### config.mk
export PLATFORM = sky130hd
export DESIGN_NAME = screen
export DESIGN_NICKNAME = d
export VERILOG_FILES = /design/src/rtl/screen.sv
export SDC_FILE = /design/constraint.sdc
export NUM_CORES = 1
export LEC_CHECK = 0
export CAP_MARGIN = 20
export CORE_MARGIN = 2
export CORE_UTILIZATION = 40
export DETAILED_ROUTE_END_ITERATION = 7
export PLACE_DENSITY = 0.59
export SYNTH_ARGS = -nofsm -noshare
export SYNTH_HDL_FRONTEND = slang
export SYNTH_SLANG_ARGS = --single-unit
### constraint.sdc
create_clock -name clk -period 2.1 [get_ports clk]
set_input_delay 0.42 -clock clk [delete_from_list [all_inputs] [get_ports clk]]
set_output_delay 0.42 -clock clk [all_outputs]
set_load 0.03 [all_outputs]
### src/rtl/screen.sv
// screen: UART (Bluetooth) byte receiver driving a solid-colour 640x480@60 VGA frame.
// The last well-framed byte is expanded RGB332 -> 4:4:4 across the visible area.
module screen #(
  parameter int CLKS_PER_BIT = 10417,
  parameter int PIX_DIV      = 4
) (
  input  logic       clk,
  input  logic       rst_n,
  input  logic       get_bluetooth,
  output logic       x_valid,
  output logic       y_valid,
  output logic [3:0] red_out,
  output logic [3:0] green_out,
  output logic [3:0] blue_out,
  output logic [7:0] bt
);

  localparam int CW = $clog2(CLKS_PER_BIT);
  localparam int DW = (PIX_DIV > 1) ? $clog2(PIX_DIV) : 1;

  localparam logic [CW-1:0] BIT_END  = CW'(CLKS_PER_BIT - 1);
  localparam logic [CW-1:0] HALF_END = CW'(CLKS_PER_BIT / 2 - 1);
  localparam logic [DW-1:0] DIV_END  = DW'(PIX_DIV - 1);

  localparam logic [9:0] H_END   = 10'd799;
  localparam logic [9:0] V_END   = 10'd524;
  localparam logic [9:0] H_VIS   = 10'd640;
  localparam logic [9:0] V_VIS   = 10'd480;
  localparam logic [9:0] HS_BEG  = 10'd656;
  localparam logic [9:0] HS_END  = 10'd751;
  localparam logic [9:0] VS_BEG  = 10'd490;
  localparam logic [9:0] VS_END  = 10'd491;

  typedef enum logic [1:0] {
    IDLE,
    START,
    DATA,
    STOP
  } rx_state_e;

  logic            sync1_q, sync2_q;
  rx_state_e       state_q, state_d;
  logic [CW-1:0]   cnt_q, cnt_d;
  logic [2:0]      idx_q, idx_d;
  logic [7:0]      shift_q, shift_d;
  logic [7:0]      bt_q, bt_d;

  logic [DW-1:0]   div_q, div_d;
  logic [9:0]      h_q, h_d;
  logic [9:0]      v_q, v_d;
  logic            hs_q, hs_d;
  logic            vs_q, vs_d;
  logic [3:0]      r_q, r_d;
  logic [3:0]      g_q, g_d;
  logic [3:0]      b_q, b_d;
  logic            tick;
  logic            vis;

  always_comb begin
    state_d = state_q;
    cnt_d   = cnt_q;
    idx_d   = idx_q;
    shift_d = shift_q;
    bt_d    = bt_q;
    unique case (state_q)
      IDLE: begin
        if (!sync2_q) begin
          state_d = START;
          cnt_d   = '0;
        end
      end
      START: begin
        // mid-start-bit recheck rejects short low glitches
        if (cnt_q == HALF_END) begin
          cnt_d   = '0;
          idx_d   = '0;
          state_d = sync2_q ? IDLE : DATA;
        end else begin
          cnt_d = cnt_q + 1'b1;
        end
      end
      DATA: begin
        if (cnt_q == BIT_END) begin
          cnt_d   = '0;
          shift_d = {sync2_q, shift_q[7:1]};
          idx_d   = idx_q + 1'b1;
          if (idx_q == 3'd7) begin
            state_d = STOP;
          end
        end else begin
          cnt_d = cnt_q + 1'b1;
        end
      end
      STOP: begin
        if (cnt_q == BIT_END) begin
          cnt_d   = '0;
          state_d = IDLE;
          if (sync2_q) begin
            bt_d = shift_q;
          end
        end else begin
          cnt_d = cnt_q + 1'b1;
        end
      end
      default: state_d = IDLE;
    endcase
  end

  always_comb begin
    tick  = (div_q == DIV_END);
    div_d = tick ? '0 : div_q + 1'b1;
    h_d   = h_q;
    v_d   = v_q;
    if (tick) begin
      if (h_q == H_END) begin
        h_d = '0;
        v_d = (v_q == V_END) ? '0 : v_q + 1'b1;
      end else begin
        h_d = h_q + 1'b1;
      end
    end
    hs_d = !((h_q >= HS_BEG) && (h_q <= HS_END));
    vs_d = !((v_q >= VS_BEG) && (v_q <= VS_END));
    vis  = (h_q < H_VIS) && (v_q < V_VIS);
    r_d  = vis ? {bt_q[7:5], bt_q[7]} : 4'h0;
    g_d  = vis ? {bt_q[4:2], bt_q[4]} : 4'h0;
    b_d  = vis ? {bt_q[1:0], bt_q[1:0]} : 4'h0;
  end

  always_ff @(posedge clk) begin
    if (!rst_n) begin
      sync1_q <= 1'b1;
      sync2_q <= 1'b1;
      state_q <= IDLE;
      cnt_q   <= '0;
      idx_q   <= '0;
      shift_q <= '0;
      bt_q    <= '0;
      div_q   <= '0;
      h_q     <= '0;
      v_q     <= '0;
      hs_q    <= 1'b1;
      vs_q    <= 1'b1;
      r_q     <= '0;
      g_q     <= '0;
      b_q     <= '0;
    end else begin
      sync1_q <= get_bluetooth;
      sync2_q <= sync1_q;
      state_q <= state_d;
      cnt_q   <= cnt_d;
      idx_q   <= idx_d;
      shift_q <= shift_d;
      bt_q    <= bt_d;
      div_q   <= div_d;
      h_q     <= h_d;
      v_q     <= v_d;
      hs_q    <= hs_d;
      vs_q    <= vs_d;
      r_q     <= r_d;
      g_q     <= g_d;
      b_q     <= b_d;
    end
  end

  assign x_valid   = hs_q;
  assign y_valid   = vs_q;
  assign red_out   = r_q;
  assign green_out = g_q;
  assign blue_out  = b_q;
  assign bt        = bt_q;

endmodule

Yosys cells after proc, flatten, opt, wreduce, memory -nomap -nowiden
Cells that the tools add are included.

Register bits: 73. Bits of input ports: 3. Output and inout bits: 22. Logic and storage cells: 72.

Add/sub/neg operators: 5. Magnitude comparators: 6. Equal/unequal tests: 14. Multiplexer cells: 16. Bitwise gates (word level): 1. Reductions and logical operators: 15.

Operators by type and width (number): two-way mux 14 bit (3); case mux 14 bit (3 select lines) (1); adder 10 x 1 -> 10 bit (second input constant) (2); equality test 10 bit (second input constant) (2); two-way mux 10 bit (2); adder 14 x 1 -> 14 bit (second input constant) (1); equality test 14 x 13 -> 1 bit (second input constant) (1); equality test 14 bit (second input constant) (1); two-way mux 2 bit (6); greater-or-equal comparator 10 bit (second input constant) (1); greater-or-equal comparator 10 x 9 -> 1 bit (second input constant) (1); <= comparator 10 bit (second input constant) (1); <= comparator 10 x 9 -> 1 bit (second input constant) (1); less-than comparator 10 bit (second input constant) (1); less-than comparator 10 x 9 -> 1 bit (second input constant) (1); inequality test 2 bit (second input constant) (5); case mux 2 bit (4 select lines) (1); equality test 2 bit (second input constant) (3); two-way mux 3 bit (2); case mux 3 bit (2 select lines) (1); AND reduction 2 bit (3); AND reduction 3 bit (2); AND reduction 5 bit (1); OR reduction 2 bit (2); other kinds (9) (12).

Depth between registers and ports, before layout
Gate-level depths: netlist (run 1).

Depth after elaboration: 4. Depth in mapped cells: 8. Depth with buffers taken out: 7.

Worst setup path after synthesis (run 1)
No wires, ideal clock.

Path type: reg-to-reg. Start point: register h_q[0]. End point: register v_q[8]. Arrival: 1749 ps. Required time: 1979 ps. Setup slack: 230 ps. Stages on the path, launching flop included: 8. Path buffers: 1. Period minus slack after synthesis: 1870 ps. Cells stage by stage: dfxtp_1 -> ha_1 -> nand3_2 -> or4_1 -> buf_2 -> nor4_4 -> xnor2_1 -> nor2_1.

Cells in the longest elaborated chain, start to end: 2.

RTL lines: start, declared (RTL line 49) `logic [9:0] h_q, h_d;`; start signal, assigned (RTL line 140) `h_q <= '0;`; start signal, assigned (RTL line 156) `h_q <= h_d;`; equality test 10 bit (RTL line 115) `if (h_q == H_END) begin`; AND reduction 2 bit (no source line); end signal, assigned (RTL line 157) `v_q <= v_d;`; end, declared (RTL line 50) `logic [9:0] v_q, v_d;`.

No other way between the ends. A chain may end at the register's enable or synchronous reset.

Worst setup path after layout (run 1)
Start point: register h_q[0]. End point: register v_q[9].

The elaborated chain is that of the path after synthesis.

==> results_dict.tcl, run 1 <==
set metrics [dict create \
    status "complete, no violations" \
    grt_pass1_vias 2292 \
    ys_seq_elements 69 \
    cts_setup_buffers 0 \
    start_kind "flip-flop" \
    synth-edff-count 0 \
    ys_seq_area_share_pct 44.9 \
    dieWidth_um 91.7 \
    die_h_um 91.7 \
    clkTransAtPathRegs_ps 70 \
    setup_ws_ps 167 \
    start_util_pct 41.9 \
    ys_types 47 \
    crit_type "flip-flop to flip-flop" \
    rows 31 \
    clkSinkCount 69 \
    dr_total_vias 2578 \
    syn_inst 351 \
    slew_headroom_pct 62.7 \
    port-buffer-count 24 \
    ys_warn_count 0 \
    wl_met1_um 3010 \
    max-clock-path-buffers 2 \
    worst_pin_slew_ps 559 \
    endpoint_kind "flip-flop" \
    drt-pass1-iter-count 4 \
    cts_tree "yes" \
    hp-class "flip-flop to flip-flop" \
    finalSetupViolations 0 \
    hold_buffers 0 \
    finalInstanceArea_mm2 0.00380 \
    syn_avg_cell_area_um2 8.76 \
    dp_hpwl_um 4280 \
    cts_root_buf "clkbuf_8" \
    synth_top_cell_area_share_pct 44.9 \
    ant_nets 0 \
    drt_wl_total_um 6300 \
    maxSlewViolCount 0 \
    core_area_mm2 0.00733 \
    period_minus_slack_ps 1930 \
    p_leak_nw 1.40 \
    wl_met2_um 2950 \
    path_max_fanout 5 \
    routedWlPerCell_um 12.8 \
    fin_crit_sh_pct 92.0 \
    cts_made_buffers 9 \
    totalPowerFinal_mw 2.85 \
    track_usage_pct 16.0 \
    antenna_found_initial 0 \
    drt_iter0_drc 223 \
    overflow 0 \
    grt_pass1_wl_um 10800 \
    synth.cell_area_mm2 0.00307 \
    syn_nets 364 \
    max-vdd-ir-drop_mv 0.367 \
    max_freq_ghz 0.517 \
    r2r-start "h_q[0]" \
    ios 25 \
    antenna_cells 0 \
    drive_above_1_share_pct 12.2 \
    placed_cell_area_mm2 0.00349 \
    grt_max_degree 30 \
    yosys-top-cells-count "69 x dfxtp_1, 44 x nand2_1, 37 x nor2_1, 25 x a21oi_1, 17 x nand3_1" \
    gp_congestion 0.842 \
    post-synth-top-count-cell "dfxtp_1" \
    clk_latency_ps 350 \
    nNetsFinal 400 \
    final_util_pct 51.8 \
    fill_cells 666 \
    instances_no_fill 491 \
    wl_met3_um 239 \
    yosys-top-cells-area "dfxtp_1 45%, nand2_1 5.4%, nor2_1 4.5%" \
    cap_violations 0 \
    cts_htree_levels 3 \
    hold_viol_final 0 \
    drc 0 \
    rsz0062_at_grt "no" \
    die_area_mm2 0.00840 \
    cp-startpoint "h_q[0]" \
    via_per_inst 5.25 \
    yosysTopAreaCell "dfxtp_1" \
    powerDensity_mw_per_mm2 751 \
    fin_skew_ps 10.2 \
    arrival_ps 2210 \
    critical_path_required_ps 2380 \
    async_flop_share_pct 0 \
    place_ws_ps -169 \
    hp-start "sync1_q" \
    yosys_most_used_dff "dfxtp_1" \
    place_inst 475 \
    dr.max_layer_used "met4" \
    area_delta_synth_final_pct 23.6 \
]
-- area by class of cell --
class / instances / area [µm²] / area share (%)
clock buffers: 10 / 138 / 3.62
clock inverters: 6 / 134 / 3.52
inverters: 8 / 30.0 / 0.790
multi-input cells: 257 / 1620 / 42.6
flip-flops and latches: 69 / 1380 / 36.4
well taps: 99 / 124 / 3.26
repair buffers: 42 / 375 / 9.88
-- cells in the final DEF, fill, tap and decap left out, types with 3 or more instances in the layout --
cell,synthesis,layout
o21ai_0,8,8
buf_4,5,18
ha_1,10,9
nand4_1,13,13
mux2i_1,10,10
and4_1,3,3
clkbuf_8,0,10
nand2_1,44,44
nor2b_1,3,3
or3_1,5,5
nand2b_1,6,6
nor2_1,37,37
xor2_1,10,10
xnor2_1,7,7
a22oi_1,4,4
dfxtp_1,69,69
a31oi_1,6,6
inv_1,7,7
and2_1,10,10
and3_1,4,3
clkdlybuf4s50_1,0,24
a21oi_1,25,25
nand3_1,17,16
nor3_1,6,6
bufinv_16,0,4
-- stage by stage --
| step | hold WS, ps | setup TNS, ps |
|---|---|---|
| 3_3_place_gp | 392 | -751 |
| 2_1_floorplan | 386 | 0 |
| 5_1_grt | 449 | 0 |
| 6_report | 407 | 0 |
| 4_1_cts | 419 | 0 |
| 3_5_place_dp | 396 | -623 |
-- cells by family after synthesis --
| kind of cell | share of synthesized area (%) |
|---|---|
| xor+xnor | 4.84 |
| mux | 3.26 |
| fa+ha+maj | 4.07 |
| simple gates | 29.1 |
| compound gates | 9.93 |
| flops | 44.9 |
| buf+inv | 3.83 |
-- routing by layer --
layer	vias to the layer above	global-route usage, %
met5	-	0
met3	9	4.60
met4	0	6.57
li1	1300	-
met2	66	25.3
met1	1203	20.6
-- critical path, stage by stage (launching register included) --
cell,delay (ps)
dfxtp_1,410
ha_2,250
nand3_2,110
nor4_2,350
nand3_1,240
or3_1,360
a21oi_1,140
-- state kept, by name, summed over array words and instances (netlist names), named ones only --
| register | flops |
|---|---|
| bt | 8 |
| red_out | 3 |
| h_q | 10 |
| div_q | 2 |
| y_valid | 1 |
| sync1_q | 1 |
| sync2_q | 1 |
| shift_q | 8 |
| v_q | 10 |
| green_out | 3 |
| cnt_q | 14 |
| x_valid | 1 |
| blue_out | 2 |
| idx_q | 3 |
| state_q | 1 |
-- power by group --
part	leakage, nW	switching [mW]	internal [mW]
clock network	0.136	0.512	0.941
registers	0.557	0.00764	1.32
logic	0.704	0.0456	0.0274
total	1.40	0.566	2.29
-- path summary, 6_finish.rpt --
kind,end,slack (ps),cells past startpoint
max,v_q[9],170,6
min,sync2_q,410,1
min reg2reg,sync2_q,410,1
max reg2reg,v_q[9],170,6
-- what timing repair did --
item                                    in CTS  in global routing
pin swaps                                    0                  0
endpoints found under the setup margin       5                 32
cloned                                       0                  0
gates resized for setup                      1                  7
No activity file was read; power rests on OpenSTA's default activity.
==> inputs of run 2 (changes only) <==
- MAX_ROUTING_LAYER: unset -> met4
- PLACE_DENSITY: 0.59 -> 0.62
- clock period: 2.1 -> 1.6 ns (I/O delays scaled with it)
==> run 2 against run 1 <==
  * Final area increased by 14%
  * Largest cell class unchanged
  * The flow now finishes with violations (setup timing)
  * Maximum frequency is 14% higher
  * Sequential power grew 32%
  * Sequential share of layout area decreased by 3.9 points
  * Via count up 5.2%
==> results_dict.tcl, run 2 (synthesis gave the netlist of run 1 again) <==
set metrics [dict create \
    drc 0 \
    cap_violations 0 \
    instances_no_fill 530 \
    setup_ws_ps -96.8 \
    period_minus_slack_ps 1700 \
    hp-class "flip-flop to flip-flop" \
    cts_htree_levels 3 \
    fin_crit_sh_pct 106 \
    max-vdd-ir-drop_mv 0.496 \
    grt_max_degree 29 \
    fin_skew_ps 10.3 \
    max-clock-path-buffers 2 \
    area_delta_synth_final_pct 40.4 \
    status "finished with violations" \
    track_usage_pct 18.0 \
    met2_usage_pct 29.3 \
    powerDensity_mw_per_mm2 810 \
    start_util_pct 41.9 \
    path_max_fanout 3 \
    cts_tree "yes" \
    start_kind "flip-flop" \
    endpoint_kind "flip-flop" \
    clkSinkCount 69 \
    die_area_mm2 0.00840 \
    rows 31 \
    worst_pin_slew_ps 397 \
    place_inst 505 \
    rsz0062_at_grt "yes" \
    max_freq_ghz 0.589 \
    grt_pass1_vias 2504 \
    overflow 0 \
    reg2regPathDepth 7 \
    finalSetupViolations 29 \
    cts_root_buf "clkbuf_8" \
    drive_above_1_share_pct 31.1 \
    violations "setup timing" \
    reg.largest.list "cnt_q (14), h_q (10), v_q (10)" \
    ios 25 \
    hold_buffers 0 \
    r2r-start "cnt_q[0]" \
    arrival_ps 1970 \
    fin_hold_ws_ps 413 \
    drt-pass1-iter-count 5 \
    final_util_pct 58.9 \
    via_per_inst 5.12 \
    dr_total_vias 2711 \
    layout_common_cells "61 x dfxtp_1, 53 x buf_4, 42 x nand2_1" \
    cp-endpoint "cnt_q[11]" \
    gp_congestion 0.866 \
    nNetsFinal 439 \
    routedWlPerCell_um 13.7 \
    maxSlewViolCount 0 \
    fill_cells 634 \
    hold_viol_final 0 \
    layout_commonest_cell "dfxtp_1" \
    grt_use_met1_pct 21.4 \
    hold_depth 1 \
    max_flop_register "cnt_q" \
    crit_type "flip-flop to flip-flop" \
    hp-start "sync1_q" \
    slew_headroom_pct 73.5 \
    dp_hpwl_um 4780 \
    cp-startpoint "cnt_q[0]" \
    drt_wl_total_um 7240 \
    cts_made_buffers 9 \
    clkTransAtPathRegs_ps 70 \
    die_h_um 91.7 \
    port-buffer-count 24 \
    r2r_slack_ps -100 \
    clk_latency_ps 350 \
    place_ws_ps -140 \
    worstReg2RegEnd "cnt_q[11]" \
    critical_path_required_ps 1870 \
    dieWidth_um 91.7 \
    p_leak_nw 1.72 \
    top_usage_layer "met2" \
    antenna_cells 0 \
    largest_reg_flops 14 \
    antenna_found_initial 0 \
    grt_pass1_wl_um 11800 \
    use_met3_pct 4.11 \
    ant_nets 0 \
    core_area_mm2 0.00733 \
    drt_iter0_drc 156 \
]
## run 2: cell count changes in the layout (fill, tap and decap cells not counted), sizes merged
cell | previous run | this run
dlygate4sd2 | 0 | 22
clkinvlp | 0 | 1
inv | 8 | 9
buf | 18 | 57
clkdlybuf4s50 | 24 | 2
bufinv | 4 | 2
## run 2: what timing repair did
action | in CTS | in global routing
endpoints found under the setup margin | 68 | 51
pin swaps | 14 | 15
gates cloned | 0 | 1
resized for setup | 50 | 31
buffers inserted | 7 | 2
hold endpoints to repair | 0 | 0
## run 2: metal layers
layer	vias to the layer above	share of wire, %
met5	-	0
met4	0	1.3
met3	8	3.9
met2	48	50
met1	1282	45
li1	1373	-
## run 2: final cells by class
| cell class | instances | area [µm²] | share of cell area [%] |
|---|---|---|---|
| sequential | 69 | 1400 | 32.4 |
| inverter | 8 | 32.5 | 0.754 |
| multi-input combinational | 257 | 1870 | 43.4 |
| timing repair buffer | 81 | 656 | 15.2 |
| clock buffer | 10 | 138 | 3.19 |
| clock inverter | 6 | 93.8 | 2.17 |
| tap | 99 | 124 | 2.87 |
## run 2: how the worst min path moves through the flow
stage | to | slack [ps]
after floorplan | sync2_q | 390
after global placement | sync2_q | 390
after detailed placement | sync2_q | 400
after CTS | sync2_q | 410
after global routing | sync2_q | 440
final | sync2_q | 410
## run 2: stage by stage
stage	TNS (ps)	cell area (µm²)	power, mW
6_report	-1110	4320	3.50
5_1_grt	-4190	4320	3.62
4_1_cts	-435	4170	3.53
3_5_place_dp	-1830	3800	1.90
3_3_place_gp	-793	3800	1.89
2_1_floorplan	-448	3190	1.85
## run 2: report_power, final
group          switching [mW]  total [mW]  internal, mW
clock                   0.699        1.63         0.931
sequential             0.0102        1.74          1.73
combinational          0.0723       0.129        0.0570
total                   0.782        3.50          2.71
## run 2: worst max-delay path, cell delays in order, from the launching register on
cell,delay [ps]
dfxtp_4,380
buf_4,110
buf_4,100
and4_4,200
nand4_1,120
or2_4,270
or3_1,320
mux2i_1,130
==> inputs of run 3 (changes only) <==
- ABC_AREA: unset -> 1
- PLACE_DENSITY: 0.62 -> 0.61
- SKIP_CTS_REPAIR_TIMING: unset -> 1
==> run 3 against run 2 <==
  * The flow now finishes without violations
  * Critical path depth rose by 1
  * Sequential power barely moved
  * Total power increased by 4.1%
  * Critical path type unchanged
  * Largest cell class unchanged
==> results_dict.tcl, run 3 <==
set metrics [dict create \
    instances_no_fill 603 \
    routedWlPerCell_um 11.4 \
    min_to "div_q[0]" \
    slowest_delay_ps 360 \
    ys_seq_elements 69 \
    rsz0062_at_grt "yes" \
    drt_iter0_drc 77 \
    max_freq_ghz 0.656 \
    hp-class "flip-flop to flip-flop" \
    r2r_slack_ps 80 \
    met2_usage_pct 27.8 \
    clkSinkCount 69 \
    yosys_most_used_dff "dfxtp_1" \
    area_delta_synth_final_pct 28.3 \
    gp_congestion 0.868 \
    reg.largest.list "cnt_q (14), h_q (10), v_q (10)" \
    status "complete, no violations" \
    critical_path_required_ps 1840 \
    ys_types 40 \
    largest_reg_flops 14 \
    top_usage_layer "met2" \
    die_area_mm2 0.00892 \
    hold_depth 1 \
    track_usage_pct 16.7 \
    syn_nets 452 \
    drt_wl_total_um 6900 \
    port-buffer-count 24 \
    syn_inst 439 \
    endpoint_kind "flip-flop" \
    syn_avg_cell_area_um2 7.46 \
    place_ws_ps -62.7 \
    path_max_fanout 7 \
    synth-edff-count 0 \
    fin_skew_ps 8.36 \
    maxSlewViolCount 0 \
    layout_commonest_cell "nand2_1" \
    placed_cell_area_mm2 0.00374 \
    clk_latency_ps 350 \
    post-synth-top-count-cell "nand2_1" \
    p_leak_nw 2.08 \
    hp-start "div_q[0]" \
    layout.area.seq_mm2 0.00140 \
    drt-pass1-iter-count 4 \
    ios 25 \
    grt_max_degree 27 \
    max_flop_register "cnt_q" \
    cts_htree_levels 3 \
    worstReg2RegEnd "v_q[4]" \
    start_kind "flip-flop" \
    cp_cell_sequence "ha_4 > nand3_1 > nand3b_4 > nor2_8 > inv_6 > a21oi_4 > buf_4 > nor3_1" \
    path_delay_family "simple AND/OR/NAND/NOR gates" \
    hold_viol_final 0 \
    antenna_cells 0 \
    place_inst 576 \
    ant_nets 0 \
    totalPowerFinal_mw 3.64 \
    drc 0 \
    arrival_ps 1770 \
    grt_pass1_vias 2721 \
    crit_type "flip-flop to flip-flop" \
    fill_cells 792 \
    cts_root_buf "clkbuf_8" \
    yosys-top-cells-count "74 x nand2_1, 69 x dfxtp_1, 62 x inv_1, 49 x nor2_1, 35 x a21oi_1" \
    drive_above_1_share_pct 20.6 \
    synth_top_cell_area_share_pct 42.2 \
    ys_seq_area_share_pct 42.2 \
    yosysTopAreaCell "dfxtp_1" \
    critPathBufInv 2 \
    worst_pin_slew_ps 441 \
    fin_crit_sh_pct 95.2 \
    yosys-top-cells-area "dfxtp_1 42%, nand2_1 8.5%, inv_1 7.1%" \
    overflow 0 \
    core_area_mm2 0.00785 \
    antenna_found_initial 0 \
    layout_common_cells "72 x nand2_1, 62 x dfxtp_1, 59 x inv_1" \
    period_minus_slack_ps 1520 \
    via_per_inst 4.70 \
    finalInstanceArea_mm2 0.00420 \
    use_met3_pct 4.31 \
    cts_tree "yes" \
    finalSetupViolations 0 \
    dieWidth_um 94.5 \
    max-clock-path-buffers 2 \
    nNetsFinal 509 \
    r2r-start "h_q[0]" \
    clkTransAtPathRegs_ps 80 \
    setup_ws_ps 76.2 \
    cts_made_buffers 9 \
    max-vdd-ir-drop_mv 0.559 \
    slew_headroom_pct 70.5 \
    final_util_pct 53.5 \
    dr_total_vias 2837 \
    die_h_um 94.5 \
    reg2regPathDepth 8 \
    rows 32 \
    dp_hpwl_um 4730 \
    grt_use_met1_pct 19.8 \
    multiInputGateArea_mm2 0.00162 \
    slowest_stage "dfxtp_2" \
    cap_violations 0 \
    powerDensity_mw_per_mm2 866 \
    async_flop_share_pct 0 \
    synth.cell_area_mm2 0.00327 \
    ys_warn_count 0 \
    grt_pass1_wl_um 11600 \
    start_util_pct 41.7 \
]
==> run 3: changes by cell type after synthesis, sizes merged, moves of 5 or more <==
cell and change:
or3 -5, a21oi +13, mux2i -10, o21ai +27, nand3 +12, nand2b -6
and2 -10, nor2 +18, xnor2 -5, inv +60, a31oi -5, nand2 +34
==> run 3: logic make-up (layout without fill, tap and decap cells) <==
group	count (synthesis)	in the layout	share of synthesized area [%]
xor+xnor	10	10	2.68
fa+ha+maj	10	10	3.82
flops	69	69	42.2
simple gates	191	192	27.7
compound gates	77	77	12.9
buf+inv	82	143	10.7
==> run 3: final cells by class <==
class	instances	area share, %
Clock buffer	9	2.95
Clock inverter	7	2.44
Inverter	70	6.40
Multi-Input combinational cell	289	38.5
Sequential cell	69	33.3
Tap cell	102	3.04
Timing Repair Buffer	57	13.4
==> run 3: worst max path at each step <==
| stage | from | to | slack [ps] | depth (start not counted) |
|---|---|---|---|---|
| global placement | cnt_q[0] | cnt_q[2] | 7 | 12 |
| detailed placement | cnt_q[0] | cnt_q[2] | -60 | 12 |
| global route | cnt_q[9] | cnt_q[2] | -50 | 10 |
| CTS | bt[1] | bt[1] | -120 | 1 |
| floorplan | cnt_q[0] | cnt_q[6] | 140 | 13 |
| finish | h_q[0] | v_q[4] | 80 | 8 |
==> run 3: report_power, final <==
group	internal [mW]	leakage, nW	total (mW)	switching [mW]
logic	0.105	1.41	0.264	0.159
registers	1.74	0.561	1.75	0.0152
clock network	0.899	0.111	1.62	0.725
==> run 3: per-stage QoR <==
stage / setup TNS (ps) / hold slack, ps
2_1_floorplan: 0 / 393
3_3_place_gp: 0 / 398
3_5_place_dp: -134 / 403
4_1_cts: -2030 / 428
5_1_grt: -72.8 / 436
6_report: 0 / 427
==> run 3: per-layer routing <==
metal / wire [µm] / vias up
met5: 0 / -
met4: 79 / 0
met3: 242 / 9
met2: 3240 / 36
met1: 3340 / 1271
li1: - / 1521
